==> config.mk <==
export PLATFORM = sky130hd
export DESIGN_NAME = ahfp_add_sub_issue
export DESIGN_NICKNAME = d
export VERILOG_FILES = /design/src/rtl/ahfp_pkg.sv /design/src/rtl/ahfp_result_fifo.sv /design/src/rtl/ahfp_add_sub_issue.sv
export SDC_FILE = /design/constraint.sdc
export NUM_CORES = 1
export LEC_CHECK = 0
export CAP_MARGIN = 20
export CORE_ASPECT_RATIO = 0.5
export CORE_MARGIN = 2
export CORE_UTILIZATION = 58
export DETAILED_ROUTE_END_ITERATION = 10
export PLACE_DENSITY = 0.85
export SETUP_SLACK_MARGIN = 0.3
export SYNTH_ARGS = -nofsm -noshare
export SYNTH_HDL_FRONTEND = slang
export SYNTH_SLANG_ARGS = --single-unit
==> constraint.sdc <==
create_clock -name clk -period 5.7 [get_ports clk]
set_clock_uncertainty 0.2 [all_clocks]
set_input_delay 0.855 -clock clk [delete_from_list [all_inputs] [get_ports clk]]
set_output_delay 0.855 -clock clk [all_outputs]
set_load 0.005 [all_outputs]
==> src/rtl/ahfp_pkg.sv <==
// Shared FP32 definitions for the add/sub client blocks.
//   FP_W, FP_SIGN_BIT : FP32 word width and sign-bit position
//   fp32_t            : FP32 word type
//   FP32_ONE/ZERO     : handy FP32 constants
//   fp32_negate_if    : conditionally flip the sign bit (turns a-b into a+(-b))
package ahfp_pkg;

    localparam int unsigned FP_W        = 32;
    localparam int unsigned FP_SIGN_BIT = 31;

    typedef logic [FP_W-1:0] fp32_t;

    localparam fp32_t FP32_ONE  = 32'h3F80_0000;
    localparam fp32_t FP32_ZERO = 32'h0000_0000;

    // Pure sign-bit manipulation: NaN/Inf payloads are left untouched.
    function automatic fp32_t fp32_negate_if(input fp32_t x, input logic neg);
        fp32_t r;
        r              = x;
        r[FP_SIGN_BIT] = x[FP_SIGN_BIT] ^ neg;
        return r;
    endfunction

endpackage

==> src/rtl/ahfp_result_fifo.sv <==
// First-word-fall-through synchronous FIFO with occupancy count.
//   clk, rst_n : clock, asynchronous active-low reset
//   wr_en      : push wr_data (caller guarantees space, or a same-cycle pop when full)
//   rd_en      : pop the head entry (ignored while empty)
//   rd_data    : head entry, forced to 0 while empty
//   empty/full : status flags
//   count      : number of stored entries, $clog2(DEPTH)+1 bits
module ahfp_result_fifo #(
    parameter int unsigned WIDTH = 32,
    parameter int unsigned DEPTH = 8,
    localparam int unsigned AW   = $clog2(DEPTH)
) (
    input  logic             clk,
    input  logic             rst_n,
    input  logic             wr_en,
    input  logic [WIDTH-1:0] wr_data,
    input  logic             rd_en,
    output logic [WIDTH-1:0] rd_data,
    output logic             empty,
    output logic             full,
    output logic [AW:0]      count
);

    localparam logic [AW:0] FULL_CNT = DEPTH[AW:0];

    logic [WIDTH-1:0] mem [DEPTH];
    logic [AW-1:0]    wr_ptr_q, rd_ptr_q;
    logic [AW:0]      count_q, count_d;
    logic             do_rd;

    assign empty = (count_q == '0);
    assign full  = (count_q == FULL_CNT);
    assign count = count_q;
    assign do_rd = rd_en & ~empty;

    // Writing while full is only safe with a pop: the overwritten slot is the head being read.
    always_comb begin
        count_d = count_q;
        unique case ({wr_en, do_rd})
            2'b10:   count_d = count_q + (AW+1)'(1);
            2'b01:   count_d = count_q - (AW+1)'(1);
            default: count_d = count_q;
        endcase
    end

    always_ff @(posedge clk or negedge rst_n) begin
        if (!rst_n) begin
            wr_ptr_q <= '0;
            rd_ptr_q <= '0;
            count_q  <= '0;
        end else begin
            if (wr_en) wr_ptr_q <= wr_ptr_q + AW'(1);
            if (do_rd) rd_ptr_q <= rd_ptr_q + AW'(1);
            count_q <= count_d;
        end
    end

    // Storage needs no reset; the output is masked while empty.
    always_ff @(posedge clk) begin
        if (wr_en) mem[wr_ptr_q] <= wr_data;
    end

    assign rd_data = empty ? '0 : mem[rd_ptr_q];

endmodule

==> src/rtl/ahfp_add_sub_issue.sv <==
// Client-side issue/collect block for a fixed-latency, non-stallable FP32 add/sub unit.
// Operands are registered onto fp_dataa/fp_datab (b sign-flipped for subtraction), a valid
// shift register tracks in-flight ops, and results land in a FWFT FIFO. Credits (in-flight +
// buffered <= DEPTH) guarantee the FIFO can always absorb every result.
//   clk, rst_n            : clock, asynchronous active-low reset
//   in_valid/in_ready     : operand stream handshake; in_a, in_b, in_sub, in_tag payload
//   fp_dataa/fp_datab     : registered operands to the add/sub unit
//   fp_result             : unit result, valid LATENCY cycles after the operands
//   out_valid/out_ready   : result stream handshake; out_data, out_tag payload
// Build option: define AHFP_ISSUE_TAG_EN to carry in_tag alongside each op to out_tag;
// otherwise in_tag is ignored and out_tag is tied to 0.
module ahfp_add_sub_issue
    import ahfp_pkg::*;
#(
    parameter int unsigned LATENCY = 4,
    parameter int unsigned DEPTH   = 8,
    parameter int unsigned TAG_W   = 4
) (
    input  logic             clk,
    input  logic             rst_n,
    input  logic             in_valid,
    output logic             in_ready,
    input  logic [FP_W-1:0]  in_a,
    input  logic [FP_W-1:0]  in_b,
    input  logic             in_sub,
    input  logic [TAG_W-1:0] in_tag,
    output logic [FP_W-1:0]  fp_dataa,
    output logic [FP_W-1:0]  fp_datab,
    input  logic [FP_W-1:0]  fp_result,
    output logic             out_valid,
    input  logic             out_ready,
    output logic [FP_W-1:0]  out_data,
    output logic [TAG_W-1:0] out_tag
);

    localparam int unsigned CNT_W = $clog2(DEPTH) + 1;
    localparam logic [CNT_W:0] CREDIT_MAX = DEPTH[CNT_W:0];

`ifdef AHFP_ISSUE_TAG_EN
    localparam int unsigned ENTRY_W = FP_W + TAG_W;
`else
    localparam int unsigned ENTRY_W = FP_W;
`endif

    logic [LATENCY:0]   vld_q;
    logic [CNT_W-1:0]   inflight_q, inflight_d;
    logic [CNT_W-1:0]   fifo_cnt;
    logic [CNT_W:0]     credit_used;
    logic               issue, retire, pop;
    logic               fifo_empty, fifo_full;
    logic [ENTRY_W-1:0] fifo_wr_data, fifo_rd_data;
    fp32_t              dataa_q, datab_q;

    // Credit check depends on registers only, so in_ready has no path from in_valid/out_ready.
    assign credit_used = {1'b0, inflight_q} + {1'b0, fifo_cnt};
    assign in_ready    = (credit_used < CREDIT_MAX);
    assign issue       = in_valid & in_ready;
    assign retire      = vld_q[LATENCY];
    assign pop         = out_valid & out_ready;

    always_comb begin
        inflight_d = inflight_q;
        unique case ({issue, retire})
            2'b10:   inflight_d = inflight_q + CNT_W'(1);
            2'b01:   inflight_d = inflight_q - CNT_W'(1);
            default: inflight_d = inflight_q;
        endcase
    end

    always_ff @(posedge clk or negedge rst_n) begin
        if (!rst_n) begin
            vld_q      <= '0;
            inflight_q <= '0;
            dataa_q    <= FP32_ZERO;
            datab_q    <= FP32_ZERO;
        end else begin
            vld_q      <= {vld_q[LATENCY-1:0], issue};
            inflight_q <= inflight_d;
            if (issue) begin
                dataa_q <= in_a;
                datab_q <= fp32_negate_if(in_b, in_sub);
            end
        end
    end

    assign fp_dataa = dataa_q;
    assign fp_datab = datab_q;

`ifdef AHFP_ISSUE_TAG_EN
    // Tags ride a pipe aligned with vld_q so tag_q[LATENCY] pairs with fp_result.
    logic [LATENCY:0][TAG_W-1:0] tag_q;

    always_ff @(posedge clk or negedge rst_n) begin
        if (!rst_n) begin
            tag_q <= '0;
        end else begin
            tag_q <= {tag_q[LATENCY-1:0], in_tag};
        end
    end

    assign fifo_wr_data = {tag_q[LATENCY], fp_result};
    assign out_tag      = fifo_rd_data[FP_W +: TAG_W];
`else
    logic unused_tag;
    assign unused_tag   = ^in_tag;
    assign fifo_wr_data = fp_result;
    assign out_tag      = '0;
`endif

    ahfp_result_fifo #(
        .WIDTH (ENTRY_W),
        .DEPTH (DEPTH)
    ) u_result_fifo (
        .clk     (clk),
        .rst_n   (rst_n),
        .wr_en   (retire),
        .wr_data (fifo_wr_data),
        .rd_en   (pop),
        .rd_data (fifo_rd_data),
        .empty   (fifo_empty),
        .full    (fifo_full),
        .count   (fifo_cnt)
    );

    assign out_valid = ~fifo_empty;
    assign out_data  = fifo_rd_data[FP_W-1:0];

`ifndef SYNTHESIS
    a_no_write_when_full: assert property (
        @(posedge clk) disable iff (!rst_n) retire |-> (!fifo_full || pop));
    a_credit_bound: assert property (
        @(posedge clk) disable iff (!rst_n) credit_used <= CREDIT_MAX);
`endif

endmodule

==> metrics.md <==
| Metric | Value |
|---|---|
| Status | `finished clean` |
| Die Ht | `around 110 um` |
| Fin util | `between 70% and 80%` |
| Reg power frac | `around 40%` |
| Vias | `~7k` |
| Slowest stage cell, crit path | `dfrtp_4` |
| Cell Int Power | `6.049 mW` |
| Post-CTS sizing | `0` |
| Critical Path RT | `~4.6 ns` |
| Worst path bufs/invs | `2` |
| Maximum root-to-sink buffer count | `3` |
| Commonest non-fill, non-tap cell in the layout | `edfxtp_1` |
| Async S/R FF share, synth | `around 24%` |
| Crit-path max FO | `34` |
| Post-CTS setup buffers | `0` |
| Commonest cells after routing, fill and taps aside | `edfxtp_1, clkdlybuf4s50_1, dfrtp_1, mux2_2, mux4_2` |
| DR iter-0 viols | `537` |
| Dpl cells | `1105` |
| YS warnings | `0` |
| Distinct cell type count after synthesis | `36` |
| Register area share after synthesis | `74.23%` |
| Die width | `217.0 um` |
| Leak | `roughly 5.7 nW` |
| Top-area cell type share of the netlist area | `58.44%` |
| Overall Global Routing Usage | `24.76%` |
| Worst slew pin tran | `1.053 ns` |
| DP HPWL | `approximately 17000 um` |
| Synth area leader | `edfxtp_1` |
| HP Class | `in -> async` |
| PwrDens | `522.8 nW/um2` |
| Fill cells | `1249` |
| Final slew viol count | `0` |
| CP peak stage delay | `0.85 ns` |
| Final setup viols | `0` |
| Number of max-cap violations | `0` |
| Row Count | `38` |
| Psw | `between 2 and 3 mW` |
| Ratio of cells with drive above 1 in the final layout | `between 20% and 30%` |
| DRC | `0` |
| PortBufs | `198` |
| Worst skew pair latency | `about 0.55 ns` |
| Fin cells | `1160` |
| Synthesized cell area | `13150 um2` |
| Crit path time final | `~4.3 ns` |
| Clk pwr share | `22.5%` |
| Largest net degree at the start of global routing | `66` |
| Peak Freq | `between 0.2 and 0.25 GHz` |
| Aggregate global routing overflow | `0` |
| Switching Fraction | `between 20% and 30%` |
| Worst-path cell chain | `buf_4 > mux4_2 > a22o_1 > clkdlybuf4s50_1` |
| Critical path class | `reg -> out` |
| Router iterations before antenna repair | `5` |
| Slew headroom | `29.66%` |
| Crit start category | `flip-flop` |
| Hold Slack | `0.03070 ns` |
| RSZ-0062 raised after global routing | `no` |
| Seq cells post-synth | `339` |
| Die ar. | `~24000 um2` |
| Initial antenna violation count | `3` |
| Final ANT Viol Nets | `0` |
| Maximum VDD drop | `0.3196 mV` |
| Initial core utilization | `approximately 60%` |
| Reg clk slew, reported paths | `~0.06 ns` |
| Crit end category | `output pin` |
| I/O Pins | `207` |
| TritonCTS clock tree | `yes` |
| Drt wl/cell | `24.69 um` |
| Synth Instances | `625` |
| Synth Flop Type | `edfxtp_1` |
| Syn_area_per_cell | `21.05 um2` |
| CTS H-tree depth | `1` |
| Fin nets | `953` |
| Final period util | `74.82%` |
| Crit path DAT | `3.21 ns` |
| Clk sinks | `339` |
| CTS Hold Bufs | `0` |
| Total Wirelength | `between 20000 and 30000 um` |
| Post-synth EDFFs | `between 200 and 300` |
| Final Hold Vio Count | `0` |
| Setup TNS Final | `0 ns` |
| Core ar. | `between 20000 and 25000 um2` |
| Largest delay share family, worst path | `buffers and inverters` |
| GPL Wtd Cong | `about 0.74` |
| Final Power | `8.562 mW` |
| Number of global-route vias before repair | `7473` |
| Via/cell ratio | `5.895` |
| CTS buffer count | `28` |
| Combinational share of power | `37.1%` |
| Root buf cell | `clkbuf_16` |
| Area grow syn2layout | `24.50%` |
| Synth top area cells | `edfxtp_1, dfrtp_1, mux4_2` |
| First-pass GRT wire length | `between 40000 and 50000 um` |
## synthesized netlist by cell type, types with 7 or more instances
| library cell | instances |
|---|---|
| edfxtp_1 | 256 |
| dfrtp_1 | 83 |
| mux2_2 | 68 |
| mux4_2 | 64 |
| a22o_1 | 32 |
| ha_1 | 11 |
| inv_1 | 11 |
| buf_6 | 10 |
| buf_2 | 9 |
| clkbuf_1 | 7 |
| nand2_1 | 7 |
## area by class of cell
cell class	instances	area, um2	share of cell area [%]
multi-input cells	242	3159	19.29
well taps	300	375.4	2.292
diodes	3	7.507	0.04584
inverters	11	41.29	0.2521
clock buffers	32	735.7	4.492
repair buffers	213	2092	12.77
clock inverters	20	196.4	1.199
flip-flops and latches	339	9769	59.65
## final timing paths
kind                                            from                        end  slack, ns  cells after the start
setup / recovery           u_result_fifo.rd_ptr_q[0]                out_data[7]       1.44                      4
hold / removal                                 rst_n                fp_dataa[2]       0.03                      1
setup reg to reg              u_result_fifo.count[3]              inflight_q[3]       2.25                      9
hold reg to reg                             vld_q[1]                   vld_q[2]       0.15                      0
max in group asynchronous                      rst_n  u_result_fifo.rd_ptr_q[0]       4.18                      2
min in group clk                            vld_q[1]                   vld_q[2]       0.15                      0
## layer usage
metal	vias to the layer above	share of wire, %	global-route usage, %
met3	42	9.0	7.879
met1	3537	39	32.39
met2	319	50	40.47
li1	2940	-	-
met4	0	2.4	6.941
met5	-	0	0
## cells by family (layout without fill, tap and decap cells)
group	count (synthesis)	count (layout)	share of synthesized area, %
compound gates	48	48	2.987
xor+xnor	9	9	0.5992
fa+ha+maj	13	13	1.351
buf+inv	47	276	2.397
flops	339	339	74.23
mux	133	133	16.86
other cells	1	7	0.02851
simple gates	35	35	1.550
## sequential cells by signal, indices dropped and copies added (netlist names)
| name | flops |
|---|---|
| u_result_fifo.rd_ptr_q | 3 |
| vld_q | 5 |
| u_result_fifo.wr_ptr_q | 3 |
| u_result_fifo.mem | 256 |
| fp_dataa | 32 |
| u_result_fifo.count | 4 |
| inflight_q | 4 |
| fp_datab | 32 |
## power groups by stage
stage	clock network (mW)	registers, mW	logic [mW]
3_5_place_dp	0	3.51	3.17
6_report	1.92	3.46	3.18
2_1_floorplan	0	3.38	1.89
4_1_cts	1.96	3.47	3.22
3_3_place_gp	0	3.47	3.09
5_1_grt	2.05	3.53	3.41
## per-stage QoR
stage / cell area [um2] / worst slack [ns]
5_1_grt: 16380 / 1.211
3_3_place_gp: 15440 / 1.834
4_1_cts: 16370 / 1.348
6_report: 16380 / 1.435
2_1_floorplan: 13170 / 2.163
3_5_place_dp: 15440 / 1.787
## worst register-to-register path: stages (launching register included)
cell      delay (ns)
dfrtp_1         0.44
ha_1            0.32
or4b_1          0.58
a21oi_4         0.14
inv_1           0.05
ha_1            0.29
ha_1            0.38
or4b_2          0.67
o311ai_0        0.13
o211ai_1        0.13
Note: power is estimated with default switching activity, not from simulation.
